==> src/rtl/pipe_ctrl_pkg.sv <==
// Shared definitions for the pipeline stall/flush sequencer, the IF-stage PC mux and the CSR unit.
package pipe_ctrl_pkg;

    typedef enum logic [2:0] {
        StBoot  = 3'd0,
        StRun   = 3'd1,
        StDrain = 3'd2,
        StSleep = 3'd3,
        StTrap  = 3'd4
    } ctrl_state_e;

    localparam logic [1:0] PC_SEQ  = 2'b00;
    localparam logic [1:0] PC_BR   = 2'b01;
    localparam logic [1:0] PC_TRAP = 2'b10;
    localparam logic [1:0] PC_MEPC = 2'b11;

    // Cycles needed for the WFI to retire through MEM and WB before sleeping.
    localparam int unsigned DRAIN_CYCLES = 2;

endpackage

==> src/rtl/pipe_ctrl_if.sv <==
// Condition inputs and per-stage control outputs of the pipeline sequencer.
interface pipe_ctrl_if;

    logic       hz_stall;
    logic       br_taken;
    logic       mret_ex;
    logic       wfi_ex;
    logic       irq_pending;
    logic       im_wait;
    logic       dm_wait;

    logic       pc_en;
    logic [1:0] pc_sel;
    logic       if_id_en;
    logic       id_ex_en;
    logic       ex_m_en;
    logic       m_wb_en;
    logic       if_id_flush;
    logic       id_ex_flush;
    logic       ex_m_flush;
    logic       trap_take;
    logic       boot_done;
    logic [2:0] ctrl_state;

    modport master (
        input  hz_stall, br_taken, mret_ex, wfi_ex, irq_pending, im_wait, dm_wait,
        output pc_en, pc_sel, if_id_en, id_ex_en, ex_m_en, m_wb_en,
        output if_id_flush, id_ex_flush, ex_m_flush, trap_take, boot_done, ctrl_state
    );

    modport slave (
        output hz_stall, br_taken, mret_ex, wfi_ex, irq_pending, im_wait, dm_wait,
        input  pc_en, pc_sel, if_id_en, id_ex_en, ex_m_en, m_wb_en,
        input  if_id_flush, id_ex_flush, ex_m_flush, trap_take, boot_done, ctrl_state
    );

endinterface

==> src/rtl/pipe_ctrl.sv <==
// Stall/flush sequencer for the 5-stage pipeline: boot hold, hazard/memory freeze,
// redirects, trap entry and the WFI drain/sleep sequence, sharing one counter.
module pipe_ctrl
    import pipe_ctrl_pkg::*;
#(
    parameter int unsigned BOOT_CYCLES = 6,
    parameter int unsigned CNT_W       = 3
) (
    input  logic       clk,
    input  logic       rst,
    pipe_ctrl_if.master bus
);

    localparam logic [CNT_W-1:0] BootLast  = CNT_W'(BOOT_CYCLES - 1);
    localparam logic [CNT_W-1:0] DrainInit = CNT_W'(DRAIN_CYCLES);
    localparam logic [CNT_W-1:0] CntOne    = CNT_W'(1);

    ctrl_state_e      state_q, state_d;
    logic [CNT_W-1:0] cnt_q, cnt_d;
    logic             boot_done_q, boot_done_d;

    logic       freeze;
    logic       pc_en, if_id_en, id_ex_en, ex_m_en, m_wb_en;
    logic       if_id_flush, id_ex_flush, ex_m_flush, trap_take;
    logic [1:0] pc_sel;

    assign freeze = bus.im_wait | bus.dm_wait;

    always_comb begin
        state_d     = state_q;
        cnt_d       = cnt_q;
        boot_done_d = boot_done_q;
        pc_en       = 1'b0;
        if_id_en    = 1'b0;
        id_ex_en    = 1'b0;
        ex_m_en     = 1'b0;
        m_wb_en     = 1'b0;
        if_id_flush = 1'b0;
        id_ex_flush = 1'b0;
        ex_m_flush  = 1'b0;
        trap_take   = 1'b0;
        pc_sel      = PC_SEQ;

        unique case (state_q)
            StBoot: begin
                cnt_d = cnt_q + CntOne;
                if (cnt_q == BootLast) begin
                    state_d     = StRun;
                    cnt_d       = '0;
                    boot_done_d = 1'b1;
                end
            end
            StRun: begin
                if (!freeze) begin
                    {pc_en, if_id_en, id_ex_en, ex_m_en, m_wb_en} = 5'b11111;
                    // A redirect wins over an interrupt; the irq is taken next cycle.
                    if (bus.br_taken) begin
                        pc_sel      = PC_BR;
                        if_id_flush = 1'b1;
                        id_ex_flush = 1'b1;
                    end else if (bus.mret_ex) begin
                        pc_sel      = PC_MEPC;
                        if_id_flush = 1'b1;
                        id_ex_flush = 1'b1;
                    end else if (bus.irq_pending) begin
                        pc_sel      = PC_TRAP;
                        trap_take   = 1'b1;
                        if_id_flush = 1'b1;
                        id_ex_flush = 1'b1;
                        ex_m_flush  = 1'b1;
                        state_d     = StTrap;
                    end else if (bus.wfi_ex) begin
                        pc_en       = 1'b0;
                        if_id_flush = 1'b1;
                        id_ex_flush = 1'b1;
                        cnt_d       = DrainInit;
                        state_d     = StDrain;
                    end else if (bus.hz_stall) begin
                        pc_en       = 1'b0;
                        if_id_en    = 1'b0;
                        id_ex_flush = 1'b1;
                    end
                end
            end
            StTrap: begin
                if (!freeze) begin
                    {pc_en, if_id_en, id_ex_en, ex_m_en, m_wb_en} = 5'b11111;
                    if_id_flush = 1'b1;
                    state_d     = StRun;
                end
            end
            StDrain: begin
                if (!freeze) begin
                    ex_m_en    = 1'b1;
                    m_wb_en    = 1'b1;
                    ex_m_flush = 1'b1;
                    cnt_d      = cnt_q - CntOne;
                    if (cnt_q == CntOne) begin
                        state_d = StSleep;
                    end
                end
            end
            StSleep: begin
                if (bus.irq_pending) begin
                    pc_sel      = PC_TRAP;
                    pc_en       = 1'b1;
                    trap_take   = 1'b1;
                    if_id_en    = 1'b1;
                    if_id_flush = 1'b1;
                    state_d     = StTrap;
                end
            end
            default: begin
                state_d = StBoot;
                cnt_d   = '0;
            end
        endcase
    end

    always_ff @(posedge clk or negedge rst) begin
        if (!rst) begin
            state_q     <= StBoot;
            cnt_q       <= '0;
            boot_done_q <= 1'b0;
        end else begin
            state_q     <= state_d;
            cnt_q       <= cnt_d;
            boot_done_q <= boot_done_d;
        end
    end

    assign bus.pc_en       = pc_en;
    assign bus.pc_sel      = pc_sel;
    assign bus.if_id_en    = if_id_en;
    assign bus.id_ex_en    = id_ex_en;
    assign bus.ex_m_en     = ex_m_en;
    assign bus.m_wb_en     = m_wb_en;
    assign bus.if_id_flush = if_id_flush;
    assign bus.id_ex_flush = id_ex_flush;
    assign bus.ex_m_flush  = ex_m_flush;
    assign bus.trap_take   = trap_take;
    assign bus.boot_done   = boot_done_q;
    assign bus.ctrl_state  = state_q;

endmodule

==> src/flat_wrapper.sv <==
// flat-port wrapper written by rule: the top's interface ports become plain ports
module pipe_ctrl_flat import pipe_ctrl_pkg::*;
#(
    parameter int unsigned BOOT_CYCLES = 6,
    parameter int unsigned CNT_W       = 3
)
  (clk, rst, bus_hz_stall, bus_br_taken, bus_mret_ex, bus_wfi_ex, bus_irq_pending, bus_im_wait, bus_dm_wait, bus_pc_en, bus_pc_sel, bus_if_id_en, bus_id_ex_en, bus_ex_m_en, bus_m_wb_en, bus_if_id_flush, bus_id_ex_flush, bus_ex_m_flush, bus_trap_take, bus_boot_done, bus_ctrl_state);
  pipe_ctrl_if bus_i ();
  input  logic clk;
  input  logic rst;
  input wire logic [$bits(bus_i.hz_stall)-1:0] bus_hz_stall;
  input wire logic [$bits(bus_i.br_taken)-1:0] bus_br_taken;
  input wire logic [$bits(bus_i.mret_ex)-1:0] bus_mret_ex;
  input wire logic [$bits(bus_i.wfi_ex)-1:0] bus_wfi_ex;
  input wire logic [$bits(bus_i.irq_pending)-1:0] bus_irq_pending;
  input wire logic [$bits(bus_i.im_wait)-1:0] bus_im_wait;
  input wire logic [$bits(bus_i.dm_wait)-1:0] bus_dm_wait;
  output wire logic [$bits(bus_i.pc_en)-1:0] bus_pc_en;
  output wire logic [$bits(bus_i.pc_sel)-1:0] bus_pc_sel;
  output wire logic [$bits(bus_i.if_id_en)-1:0] bus_if_id_en;
  output wire logic [$bits(bus_i.id_ex_en)-1:0] bus_id_ex_en;
  output wire logic [$bits(bus_i.ex_m_en)-1:0] bus_ex_m_en;
  output wire logic [$bits(bus_i.m_wb_en)-1:0] bus_m_wb_en;
  output wire logic [$bits(bus_i.if_id_flush)-1:0] bus_if_id_flush;
  output wire logic [$bits(bus_i.id_ex_flush)-1:0] bus_id_ex_flush;
  output wire logic [$bits(bus_i.ex_m_flush)-1:0] bus_ex_m_flush;
  output wire logic [$bits(bus_i.trap_take)-1:0] bus_trap_take;
  output wire logic [$bits(bus_i.boot_done)-1:0] bus_boot_done;
  output wire logic [$bits(bus_i.ctrl_state)-1:0] bus_ctrl_state;
  assign bus_i.hz_stall = bus_hz_stall;
  assign bus_i.br_taken = bus_br_taken;
  assign bus_i.mret_ex = bus_mret_ex;
  assign bus_i.wfi_ex = bus_wfi_ex;
  assign bus_i.irq_pending = bus_irq_pending;
  assign bus_i.im_wait = bus_im_wait;
  assign bus_i.dm_wait = bus_dm_wait;
  assign bus_pc_en = bus_i.pc_en;
  assign bus_pc_sel = bus_i.pc_sel;
  assign bus_if_id_en = bus_i.if_id_en;
  assign bus_id_ex_en = bus_i.id_ex_en;
  assign bus_ex_m_en = bus_i.ex_m_en;
  assign bus_m_wb_en = bus_i.m_wb_en;
  assign bus_if_id_flush = bus_i.if_id_flush;
  assign bus_id_ex_flush = bus_i.id_ex_flush;
  assign bus_ex_m_flush = bus_i.ex_m_flush;
  assign bus_trap_take = bus_i.trap_take;
  assign bus_boot_done = bus_i.boot_done;
  assign bus_ctrl_state = bus_i.ctrl_state;
  pipe_ctrl #(.BOOT_CYCLES(BOOT_CYCLES), .CNT_W(CNT_W)) u_core (.clk(clk), .rst(rst), .bus(bus_i));
endmodule
==> config.mk <==
export PLATFORM = sky130hd
export DESIGN_NAME = pipe_ctrl_flat
export DESIGN_NICKNAME = d
export VERILOG_FILES = /design/src/rtl/pipe_ctrl_pkg.sv /design/src/rtl/pipe_ctrl_if.sv /design/src/rtl/pipe_ctrl.sv /design/src/flat_wrapper.sv
export SDC_FILE = /design/constraint.sdc
export NUM_CORES = 1
export LEC_CHECK = 0
export ABC_AREA = 0
export ABC_CLOCK_PERIOD_IN_PS = 3700
export CAP_MARGIN = 20
export CELL_PAD_IN_SITES_DETAIL_PLACEMENT = 1
export CELL_PAD_IN_SITES_GLOBAL_PLACEMENT = 1
export CORE_UTILIZATION = 33
export DETAILED_ROUTE_END_ITERATION = 7
export GPL_TIMING_DRIVEN = 0
export PLACE_DENSITY = 0.87
export SETUP_SLACK_MARGIN = 0.05
export SLEW_MARGIN = 15
export SYNTH_ARGS = -nofsm -noshare
export SYNTH_HDL_FRONTEND = slang
export SYNTH_SLANG_ARGS = --single-unit
==> constraint.sdc <==
create_clock -name clk -period 3.7 [get_ports clk]
set_clock_uncertainty 0.05 [all_clocks]
set_input_delay 0.37 -clock clk [delete_from_list [all_inputs] [get_ports clk]]
set_output_delay 0.37 -clock clk [all_outputs]
set_load 0.02 [all_outputs]
==> metrics.txt <==
syn_area_per_cell about 7.5 µm²; CTS Root Cell clkbuf_4; clock sinks 7; n_diodes 0; top_reg_cell synth dfrtp_1; post-cts hold buffer count 0; post-synth net total around 110; fmax about 0.36 GHz; Seq cells post-synth 7; vias in the first global route approximately 820; Slew @ Worst Pin 0.512 ns; Pwr per Cell Area ~600 mW/mm²; antenna viol nets, final 0; largest net degree at the start of global routing 11; WL/cell approximately 16 µm; cell with the most instances after synthesis nor2_1; I/O Buffers 22; Reg-to-Reg Start u_core.cnt_q[1]; Yosys cell types just over 40; final WL around 2300 µm; Post-synth EDFFs 0; routed vias 801; critical path class in2out; register area share after synthesis 24.7%; first-pass GRT wire length 3970 µm; WHS around 0.33 ns; yosys warns 0; Clock Tree Buf Depth 2; initial detailed-routing violation count 7; share of flip-flops with an asynchronous set or reset 100%; area leader, netlist dfrtp_1; Core Util, Final between 40% and 50%; Die Ht between 40 and 50 µm; nets@finish 134; DP HPWL approximately 1800 µm; Pwr Total 0.589 mW; CTS tree yes; Required @ worst endpoint ~3.3 ns; worst reg2reg setup slack around 2 ns; latest clock arrival within the worst-skew pair around 0.26 ns; clock buffer count from CTS 3; TNS Setup 0 ns; DR pass1 iterations 4; gpl congestion 0.806; status finished clean; RSZ-0062 raised after global routing false; top-area cell type share of the netlist area approximately a quarter; Resize count post-CTS 0; Worst setup EP type output port; Data arrival, critical path ~2.4 ns; Slew headroom ~66%; post-CTS setup buffer count 0; commonest cells in the synthesized netlist 14 x nor2_1, 7 x dfrtp_1, 7 x inv_1; P_leak about 0.42 nW; Setup-failing EPs final 0; Filler cells approximately 250; Synth-to-Final Area Change 39.6%; die width between 40 and 50 µm; Multi-input gate area 470 µm²; Initial Utilization between 30% and 40%; crit path max fanout 7; worst r2r path cells 6; share of layout cells above drive strength 1 between 10% and 20%; Max-cap violations 0; CP endpoint bus_if_id_en; Synth Instances 94; die area 0.00234 mm²; Reg area around 180 µm²; fin. max-slew vios 0; largest cells by area after synthesis dfrtp_1 25%, nor2_1 7.4%, ha_1 7.1%, inv_1 3.7%, a21oi_1 3.5%; initial antenna violation count 0; final routed DRC violation total 0; Reg-to-Reg End u_core.cnt_q[2]; core area a little under 0.002 mm²; final cell count without fillers between 100 and 150; Max IR drop VDD about 0.27 mV; H-tree depth 1; crit path from bus_dm_wait; aggregate global routing overflow 0; Ports 24; Hold Vio Cnt, Final 0; worst min path class in2async; Cell Rows 16; GRT Util Overall a little over a fifth; Avg Vias per Cell roughly 5.4; Synth Cell Area 708 µm²; minimum clock period 2.82 ns; type of origin of the critical path primary input; Post-Place Cells around 140; clk slew on worst S/H paths around 0.060 ns; Final Cycle Share 76.1%
kinds of logic (layout without fill, tap and decap cells):
group	count (synthesis)	in the layout	synth area share, %
AO/OA/AOI/OAI	29	29	28.1
XOR/XNOR	3	3	3.71
adder cells (fa/ha/maj)	4	4	7.07
buffers and inverters	13	39	8.84
flip-flops	7	7	24.7
AND/OR/NAND/NOR	38	38	27.6
power by group:
group	leakage (nW)	total (mW)	switching [mW]	internal, mW
Sequential	0.0854	0.137	0.0326	0.105
Combinational	0.315	0.378	0.211	0.167
Clock	0.0150	0.0736	0.0322	0.0414
cells in the final DEF, fill, tap and decap left out, types with 3 or more instances in the layout:
cell / instances
nor3_1: 4
nand2_1: 5
o21ai_0: 5
clkdlybuf4s50_1: 22
ha_1: 4
nor4_1: 3
a21oi_1: 5
clkbuf_1: 3
nor2_1: 14
clkbuf_4: 3
inv_1: 7
dfrtp_1: 7
flip-flops by register name, indices dropped and copies added (netlist names):
signal,flops
u_core.bus.ctrl_state,3
u_core.cnt_q,3
u_core.bus.boot_done,1
layout make-up:
| type | instances | share of cell area [%] |
|---|---|---|
| buffer | 6 | 3.67 |
| clock buffer | 4 | 2.66 |
| inverter | 7 | 2.66 |
| multi-input combinational | 74 | 47.6 |
| sequential | 7 | 17.7 |
| tap | 27 | 3.42 |
| timing repair buffer | 22 | 22.3 |
worst max-delay path: stages:
cell             delay, ns
clkdlybuf4s50_1       0.45
or2_1                 0.26
buf_6                 0.14
or3_4                 0.36
a21o_1                0.16
nand2_1               0.06
clkdlybuf4s50_1       0.60
worst min path at each step:
stage,start,to,slack [ns],depth (start not counted)
final,rst,u_core.cnt_q[0],0.33,1
after global routing,rst,u_core.cnt_q[0],0.35,1
after CTS,rst,u_core.cnt_q[0],0.34,1
after detailed placement,u_core.bus.boot_done,u_core.bus.boot_done,0.41,2
after global placement,u_core.bus.boot_done,u_core.bus.boot_done,0.40,2
after floorplan,rst,u_core.bus.boot_done,0.02,0
per-layer routing:
metal	wire length (µm)	vias up	track usage [%]
li1	-	387	-
met1	1060	391	27.5
met2	1120	21	37.3
met3	99	2	5.66
met4	14	0	4.41
met5	0	-	0
through the flow:
step | setup WS [ns] | cell area [µm²]
2_1_floorplan | 1.76 | 708
3_3_place_gp | 0.906 | 962
3_5_place_dp | 0.886 | 962
4_1_cts | 0.883 | 988
5_1_grt | 0.807 | 988
6_report | 0.884 | 988
Note: power is estimated with default switching activity, not from simulation.
